`config.mk`:
```
export PLATFORM = sky130hd
export DESIGN_NAME = ex_mem_forward
export DESIGN_NICKNAME = d
export VERILOG_FILES = /design/src/rtl/ex_mem_forward_pkg.sv /design/src/rtl/ex_mem_forward_hazard_compare.sv /design/src/rtl/ex_mem_forward.sv
export SDC_FILE = /design/constraint.sdc
export NUM_CORES = 1
export LEC_CHECK = 0
export BUFFER_PORTS_ARGS = -buffer_cell sky130_fd_sc_hd__clkbuf_2
export CORE_ASPECT_RATIO = 1.2
export CORE_MARGIN = 2
export CORE_UTILIZATION = 40
export CTS_CLUSTER_DIAMETER = 100
export DETAILED_ROUTE_END_ITERATION = 7
export GPL_TIMING_DRIVEN = 0
export PLACE_DENSITY = 0.74
export SYNTH_ARGS = -nofsm -noshare
export SYNTH_HDL_FRONTEND = slang
export SYNTH_HIERARCHICAL = 1
export SYNTH_SLANG_ARGS = --single-unit
```
`constraint.sdc`:
```
create_clock -name clock -period 1.6 [get_ports clock]
set_input_delay 0.32 -clock clock [delete_from_list [all_inputs] [get_ports clock]]
set_output_delay 0.32 -clock clock [all_outputs]
set_load 0.05 [all_outputs]
```
`src/rtl/ex_mem_forward_pkg.sv`:
```
// Shared definitions for the EX/MEM pipeline register and its hazard/forwarding logic.
// Forward-select encodings, ctrl_EX bit positions and register-index helpers.
package ex_mem_forward_pkg;

   localparam int DATA_W = 32;
   localparam int REG_W  = 5;
   localparam int CTRL_W = 5;

   localparam logic [1:0] FWD_REG = 2'b00;
   localparam logic [1:0] FWD_WB  = 2'b01;
   localparam logic [1:0] FWD_MEM = 2'b10;

   localparam int CTRL_REGWRITE = 4;
   localparam int CTRL_MEMREAD  = 3;
   localparam int CTRL_MEMWRITE = 2;
   localparam int CTRL_MEMTOREG = 1;
   localparam int CTRL_BRANCH   = 0;

   // Field order matches the CTRL_* indices above (MSB first).
   typedef struct packed {
      logic regWrite;
      logic memRead;
      logic memWrite;
      logic memToReg;
      logic branch;
   } ctrl_t;

   typedef logic [REG_W-1:0] regIdx_t;

   // Register 0 is hardwired, so it can never be a real dependency.
   function automatic logic regHit(input regIdx_t dst, input regIdx_t src, input logic en);
      return en && (dst != '0) && (dst == src);
   endfunction

endpackage

```
`src/rtl/ex_mem_forward_hazard_compare.sv`:
```
// Per-source-register dependency check: next forward select and stall request.
// HAZARD_FORWARD_EN selects forwarding; otherwise every dependency stalls.
module hazard_compare
   import ex_mem_forward_pkg::*;
(
   input  logic [REG_W-1:0] src,
   input  logic [REG_W-1:0] rdEx,
   input  logic             regWriteEx,
   input  logic             memReadEx,
   input  logic [REG_W-1:0] rdMem,
   input  logic             regWriteMem,
   output logic [1:0]       fwdNext,
   output logic             stallHit
);

   logic exHit;
   logic memHit;

   assign exHit  = regHit(rdEx, src, regWriteEx);
   assign memHit = regHit(rdMem, src, regWriteMem);

`ifdef HAZARD_FORWARD_EN
   // The younger producer (currently in EX) wins over the one in MEM.
   always_comb begin
      fwdNext = FWD_REG;
      if (exHit) begin
         fwdNext = FWD_MEM;
      end else if (memHit) begin
         fwdNext = FWD_WB;
      end
   end

   assign stallHit = regHit(rdEx, src, memReadEx);
`else
   logic unusedMemRead;

   assign unusedMemRead = memReadEx;
   assign fwdNext       = FWD_REG;
   assign stallHit      = exHit | memHit;
`endif

endmodule

```
`src/rtl/ex_mem_forward.sv`:
```
// EX/MEM and MEM/WB pipeline registers with branch resolution, write-back mux and
// registered forward selects. Optional macro: HAZARD_FORWARD_EN.
module ex_mem_forward
   import ex_mem_forward_pkg::*;
(
   input  logic        clock,
   input  logic        reset_n,
   input  logic        valid_EX,
   input  logic [4:0]  RD,
   input  logic [31:0] saidaULA,
   input  logic [31:0] dado2ALU_out,
   input  logic [31:0] saidaSomador,
   input  logic        zeroEx,
   input  logic [4:0]  ctrl_EX,
   input  logic [4:0]  rs_ID,
   input  logic [4:0]  rt_ID,
   input  logic [31:0] dadoMem,
   output logic [31:0] resultadoALU_MEM,
   output logic [31:0] dado2_MEM,
   output logic        memRead_MEM,
   output logic        memWrite_MEM,
   output logic        pcSrc,
   output logic [31:0] destino,
   output logic [31:0] resultadoMux_WB,
   output logic [4:0]  RD_WB,
   output logic        regWrite_WB,
   output logic [1:0]  saidaAfw,
   output logic [1:0]  saidaBfw,
   output logic        stall
);

   ctrl_t              ctrlIn;
   ctrl_t              ctrlMem;
   logic [REG_W-1:0]   rdMem;
   logic               zeroMem;
   logic               flush;
   logic               regWriteEx;
   logic               memReadEx;

   logic               memToRegWb;
   logic [DATA_W-1:0]  aluWb;
   logic [DATA_W-1:0]  dadoMemWb;

   logic [1:0]         fwdNextA;
   logic [1:0]         fwdNextB;
   logic               stallA;
   logic               stallB;

   assign ctrlIn     = ctrl_t'(ctrl_EX);
   assign flush      = ~valid_EX | pcSrc;
   assign regWriteEx = valid_EX & ctrlIn.regWrite;
   assign memReadEx  = valid_EX & ctrlIn.memRead;

   // ---- EX -> MEM boundary
   always_ff @(posedge clock) begin
      if (!reset_n) begin
         resultadoALU_MEM <= '0;
         dado2_MEM        <= '0;
         destino          <= '0;
         zeroMem          <= 1'b0;
         rdMem            <= '0;
         ctrlMem          <= '0;
      end else begin
         resultadoALU_MEM <= saidaULA;
         dado2_MEM        <= dado2ALU_out;
         destino          <= saidaSomador;
         zeroMem          <= zeroEx;
         rdMem            <= RD;
         ctrlMem          <= flush ? ctrl_t'('0) : ctrlIn;
      end
   end

   assign memRead_MEM  = ctrlMem.memRead;
   assign memWrite_MEM = ctrlMem.memWrite;
   assign pcSrc        = ctrlMem.branch & zeroMem;

   // ---- MEM -> WB boundary
   always_ff @(posedge clock) begin
      if (!reset_n) begin
         RD_WB       <= '0;
         regWrite_WB <= 1'b0;
         memToRegWb  <= 1'b0;
         aluWb       <= '0;
         dadoMemWb   <= '0;
      end else begin
         RD_WB       <= rdMem;
         regWrite_WB <= ctrlMem.regWrite;
         memToRegWb  <= ctrlMem.memToReg;
         aluWb       <= resultadoALU_MEM;
         dadoMemWb   <= dadoMem;
      end
   end

   assign resultadoMux_WB = memToRegWb ? dadoMemWb : aluWb;

   hazard_compare uCmpA (
      .src         (rs_ID),
      .rdEx        (RD),
      .regWriteEx  (regWriteEx),
      .memReadEx   (memReadEx),
      .rdMem       (rdMem),
      .regWriteMem (ctrlMem.regWrite),
      .fwdNext     (fwdNextA),
      .stallHit    (stallA)
   );

   hazard_compare uCmpB (
      .src         (rt_ID),
      .rdEx        (RD),
      .regWriteEx  (regWriteEx),
      .memReadEx   (memReadEx),
      .rdMem       (rdMem),
      .regWriteMem (ctrlMem.regWrite),
      .fwdNext     (fwdNextB),
      .stallHit    (stallB)
   );

   // ---- ID -> EX boundary (forward selects for the instruction entering EX)
   always_ff @(posedge clock) begin
      if (!reset_n) begin
         saidaAfw <= FWD_REG;
         saidaBfw <= FWD_REG;
      end else begin
         saidaAfw <= fwdNextA;
         saidaBfw <= fwdNextB;
      end
   end

   assign stall = reset_n & (stallA | stallB);

endmodule

```
## After elaboration in Yosys (flattened, before gate mapping)

Cells that the tools add are included.

| storage, ports and cells | value |
|---|---|
| output and inout bits | 142 |
| flip-flop bits (word level) | 178 |
| bits of input ports | 152 |

| cells by class | value |
|---|---|
| bitwise gates (word level) | 9 |
| reduce and logical (&&, ||, !) cells | 9 |
| mux-type cells | 1 |
| eq/ne operators | 4 |

Operator list:

| operator | count |
|---|---|
| 2-to-1 mux 32 bit | 1 |
| == test 5 bit | 4 |
| nonzero test 5 bit | 2 |
| logical AND 1 bit | 6 |
| OR 1 bit | 4 |
| AND 1 bit | 3 |
| inverter 1 bit | 2 |
| OR reduction 2 bit | 1 |

## Longest topological paths before layout

| logic depth | value |
|---|---|
| word-level depth | 6 |
| gate-level depth with buffers | 5 |
| depth with buffers taken out | 5 |

## Modules after synthesis

The synthesis kept the hierarchy.

Modules (own cells, without submodules):

| module | area an instance (µm²) | cells each | times used |
|---|---|---|---|
| ex_mem_forward | 5465.2 | 425 | 1 |
| hazard_compare | 157.7 | 22 | 2 |

## Worst setup path after synthesis

OpenSTA, ideal clock, no wires.

| timing path | value |
|---|---|
| path kind | reg2out |
| from | register rdMem[1] |
| to | output port stall |
| cell stages (with the launch flop) | 6 |
| required time | 1280 ps |
| data arrival time | 1267 ps |
| path slack | 13 ps |
| cell sequence | dfxtp_1 xor2_1 nor3_1 nand3_1 o21ai_1 o21a_1 |

| between the ends | value |
|---|---|
| longest elaborated chain between the ends | 6 |

RTL lines:

| what | RTL line | RTL |
|---|---|---|
| from (decl) | ex_mem_forward.sv:34 | `logic [REG_W-1:0] rdMem;` |
| from (signal assigned) | ex_mem_forward.sv:61 | `rdMem <= '0;` |
| from (signal assigned) | ex_mem_forward.sv:68 | `rdMem <= RD;` |
| nonzero test 5 bit | ex_mem_forward_pkg.sv:32 | `return en && (dst != '0) && (dst == src);` |
| logical AND 1 bit | ex_mem_forward_pkg.sv:32 |  |
| logical AND 1 bit * | ex_mem_forward_pkg.sv:32 |  |
| OR 1 bit * | ex_mem_forward_hazard_compare.sv:39 | `assign stallHit = exHit \| memHit;` |
| net stallB | ex_mem_forward.sv:47 | `logic stallB;` |
| OR 1 bit * | ex_mem_forward.sv:129 | `assign stall = reset_n & (stallA \| stallB);` |
| AND 1 bit * | ex_mem_forward.sv:129 |  |
| to (decl) | ex_mem_forward.sv:29 | `output logic stall` |

The timed path passes the listed nets; every way through them passes the cells marked *.

## Worst setup path after layout

| timing path | value |
|---|---|
| from | register rdMem[1] |
| to | output port stall |

| between the ends | value |
|---|---|
| longest elaborated chain between the ends | 6 |

RTL lines:

| what | RTL line | RTL |
|---|---|---|
| nonzero test 5 bit | ex_mem_forward_pkg.sv:32 |  |
| logical AND 1 bit | ex_mem_forward_pkg.sv:32 |  |
| logical AND 1 bit * | ex_mem_forward_pkg.sv:32 |  |
| OR 1 bit * | ex_mem_forward_hazard_compare.sv:39 |  |
| net stallA | ex_mem_forward.sv:46 | `logic stallA;` |
| OR 1 bit * | ex_mem_forward.sv:129 |  |
| AND 1 bit * | ex_mem_forward.sv:129 |  |

Marks and branches as above.

==> impl_metrics.env <==
export IMPL_die_area_mm2=0.0154
export IMPL_power_switching_mw=2.76
export IMPL_antenna_found_initial=1
export IMPL_whs_endpoint="dado2_MEM[16]"
export IMPL_netlist_area_mm2=0.00577
export IMPL_clockBufferDepth=2
export IMPL_max_freq_ghz=0.496
export IMPL_rows=48
export IMPL_numPortBuffers=292
export IMPL_clock_latency_ns=0.42
export IMPL_drive_above_1_share=0.494
export IMPL_routed_wl_um=14200
export IMPL_root_buffer="clkbuf_16"
export IMPL_finish_utilization=0.601
export IMPL_core_mm2=0.0142
export IMPL_cts_tree="yes"
export IMPL_wl_per_cell_um=14.6
export IMPL_ir_drop_v=0.000869
export IMPL_gp_congestion=0.833
export IMPL_reg2reg_to="memRead_MEM"
export IMPL_die_w_um=114
export IMPL_grt_overflow_total=0
export IMPL_area_growth_pct=48.2
export IMPL_status="finished, violations left"
export IMPL_grt_max_degree=17
export IMPL_num_vias=4210
export IMPL_start_util=0.406
export IMPL_reg2reg_depth=2
export IMPL_worstPathRequired_ns=1.28
export IMPL_antenna_left=0
export IMPL_endpoint_kind="primary output"
export IMPL_syn_area_per_cell_um2=12.3
export IMPL_first_global_vias=4320
export IMPL_comb_power_share=0.147
export IMPL_detailed_place_hpwl_um=10500
export IMPL_remaining_drc_errors=0
export IMPL_hold_depth=2
export IMPL_switching_share=0.266
export IMPL_clkSinkCount=182
export IMPL_seq_power_share=0.467
export IMPL_grt_usage=0.184
export IMPL_synth_warnings=6
export IMPL_setup_viol=33
export IMPL_finalSetupTns_ns=-8.74
export IMPL_hold_path_class="in -> reg"
export IMPL_cts_htree_levels=4
export IMPL_violations="negative setup slack"
export IMPL_cp_start_kind="register"
export IMPL_cp_arrival_ns=1.70
export IMPL_drt_pre_antenna_iters=4
export IMPL_finalPower_mw=10.4
export IMPL_cts_buffers=17
export IMPL_clock_skew_ns=0.00545
export IMPL_syn_inst=468
export IMPL_hold_violations=0
export IMPL_grt_first_pass_wirelength_um=21300
export IMPL_fill_cells=1172
export IMPL_path_max_fanout=5
export IMPL_drtIter0Drc=134
export IMPL_maxSlewViolCount=0
export IMPL_viasPerCell=4.32
export IMPL_die_y_um=136
export IMPL_crit_reg2reg_launch="zeroMem"
export IMPL_maxCapViolCount=0
export IMPL_p_per_area_mw_per_mm2=1210
export IMPL_clk_pin_slew_worst_paths_ns=0.07
export IMPL_stdcell_count=975
export IMPL_hp_start="dado2ALU_out[16]"
export IMPL_rsz0062_at_grt="yes"
export IMPL_reg2reg_slack_ns=0.84
export IMPL_crit_type="reg -> out"
export IMPL_nets=938
export IMPL_p_int_mw=7.61
export IMPL_leakagePower_nw=4.16
export IMPL_num_io_pins=294
export IMPL_clkPwrFrac=0.386
export IMPL_fin_crit_ns=2.02
export IMPL_place_inst=937
export IMPL_postCtsHoldBufs=0
export IMPL_post_route_period_util=1.26
export IMPL_setup_ws_ns=-0.418
-- cells in the final DEF (no fill, tap or decap) --
cell        instances
a21oi_1             2
and2_1            180
and3_1              1
and4_1              4
buf_12              4
buf_16              1
buf_2               4
buf_4               5
buf_6               1
buf_8              30
bufinv_16           1
clkbuf_1            3
clkbuf_16          23
clkbuf_2          273
clkbuf_8            3
clkinv_2            3
clkinv_4            1
clkinvlp_4          2
conb_1              4
dfxtp_1           177
dfxtp_2             2
dfxtp_4             3
diode_2             1
inv_1               1
inv_6               3
mux2_4             32
nand2_1             1
nand3_1             2
nor3_1              8
nor4_2              3
nor4_4              1
o2111ai_1           2
o21a_1              1
o21ai_1             2
xnor2_1             4
xor2_1             12
-- worst max-delay path, stage by stage (launching register included) --
cell and delay (ns):
dfxtp_4 0.37, xor2_1 0.14, nor3_1 0.19, nand3_1 0.10, o21ai_1 0.16, o21a_1 0.16
buf_8 0.15
-- power groups by stage --
stage,Sequential (mW),Combinational [mW],Clock (mW)
floorplan,5.43,0.470,0
detailed placement,4.94,1.41,0
finish,4.84,1.53,4.00
global route,4.86,1.61,4.29
CTS,4.84,1.53,4.09
global placement,4.93,1.40,0
-- stage by stage --
step	setup WS [ns]	hold slack [ns]	instance area, µm²
2_1_floorplan	0.0128	0.412	5780
3_3_place_gp	-0.272	0.417	7460
3_5_place_dp	-0.269	0.419	7460
4_1_cts	-0.430	0.0761	8600
5_1_grt	-0.509	0.0776	8560
6_report	-0.418	0.0984	8560
-- how the worst max path moves through the flow --
stage	start	endpoint	slack [ns]	cells after the start
2_1_floorplan	rdMem[1]	stall	0.01	5
3_3_place_gp	RD[1]	stall	-0.27	7
3_5_place_dp	RD[1]	stall	-0.27	7
4_1_cts	rdMem[3]	stall	-0.43	6
5_1_grt	rdMem[1]	stall	-0.51	6
6_report	rdMem[1]	stall	-0.42	6
-- registers in the layout, summed over array words and instances, names as in the netlist, 2 cells and up --
| register | cells |
|---|---|
| RD_WB | 5 |
| aluWb | 32 |
| ctrlMem | 3 |
| dado2_MEM | 32 |
| dadoMemWb | 32 |
| destino | 32 |
| rdMem | 5 |
| resultadoALU_MEM | 32 |
| saidaAfw | 2 |
| saidaBfw | 2 |
-- metal layers --
layer	vias up	global-route usage	wire (µm)
li1	2110	-	-
met4	0	0.0813	288
met3	20	0.0783	1270
met1	1894	0.189	5280
met5	-	0	0
met2	186	0.327	7400
-- area by class of cell --
type / instances / area [µm²] / share of cell area
diodes: 1 / 2.50 / 0.000292
well taps: 175 / 219 / 0.0256
flip-flops and latches: 182 / 3660 / 0.427
inverters: 1 / 3.75 / 0.000439
plain buffers: 26 / 171 / 0.0200
repair buffers: 299 / 1980 / 0.231
clock buffers: 22 / 474 / 0.0554
clock inverters: 10 / 95.1 / 0.0111
multi-input cells: 259 / 1960 / 0.229
-- repair_timing --
item                                    4_1_cts  5_1_grt
buffers inserted                              5        3
resized for setup                            86       39
gates cloned                                  3        0
hold endpoints to repair                      0        0
pin swaps                                     2        2
endpoints found under the setup margin       33       34
Power figures use the tool's default switching activity.
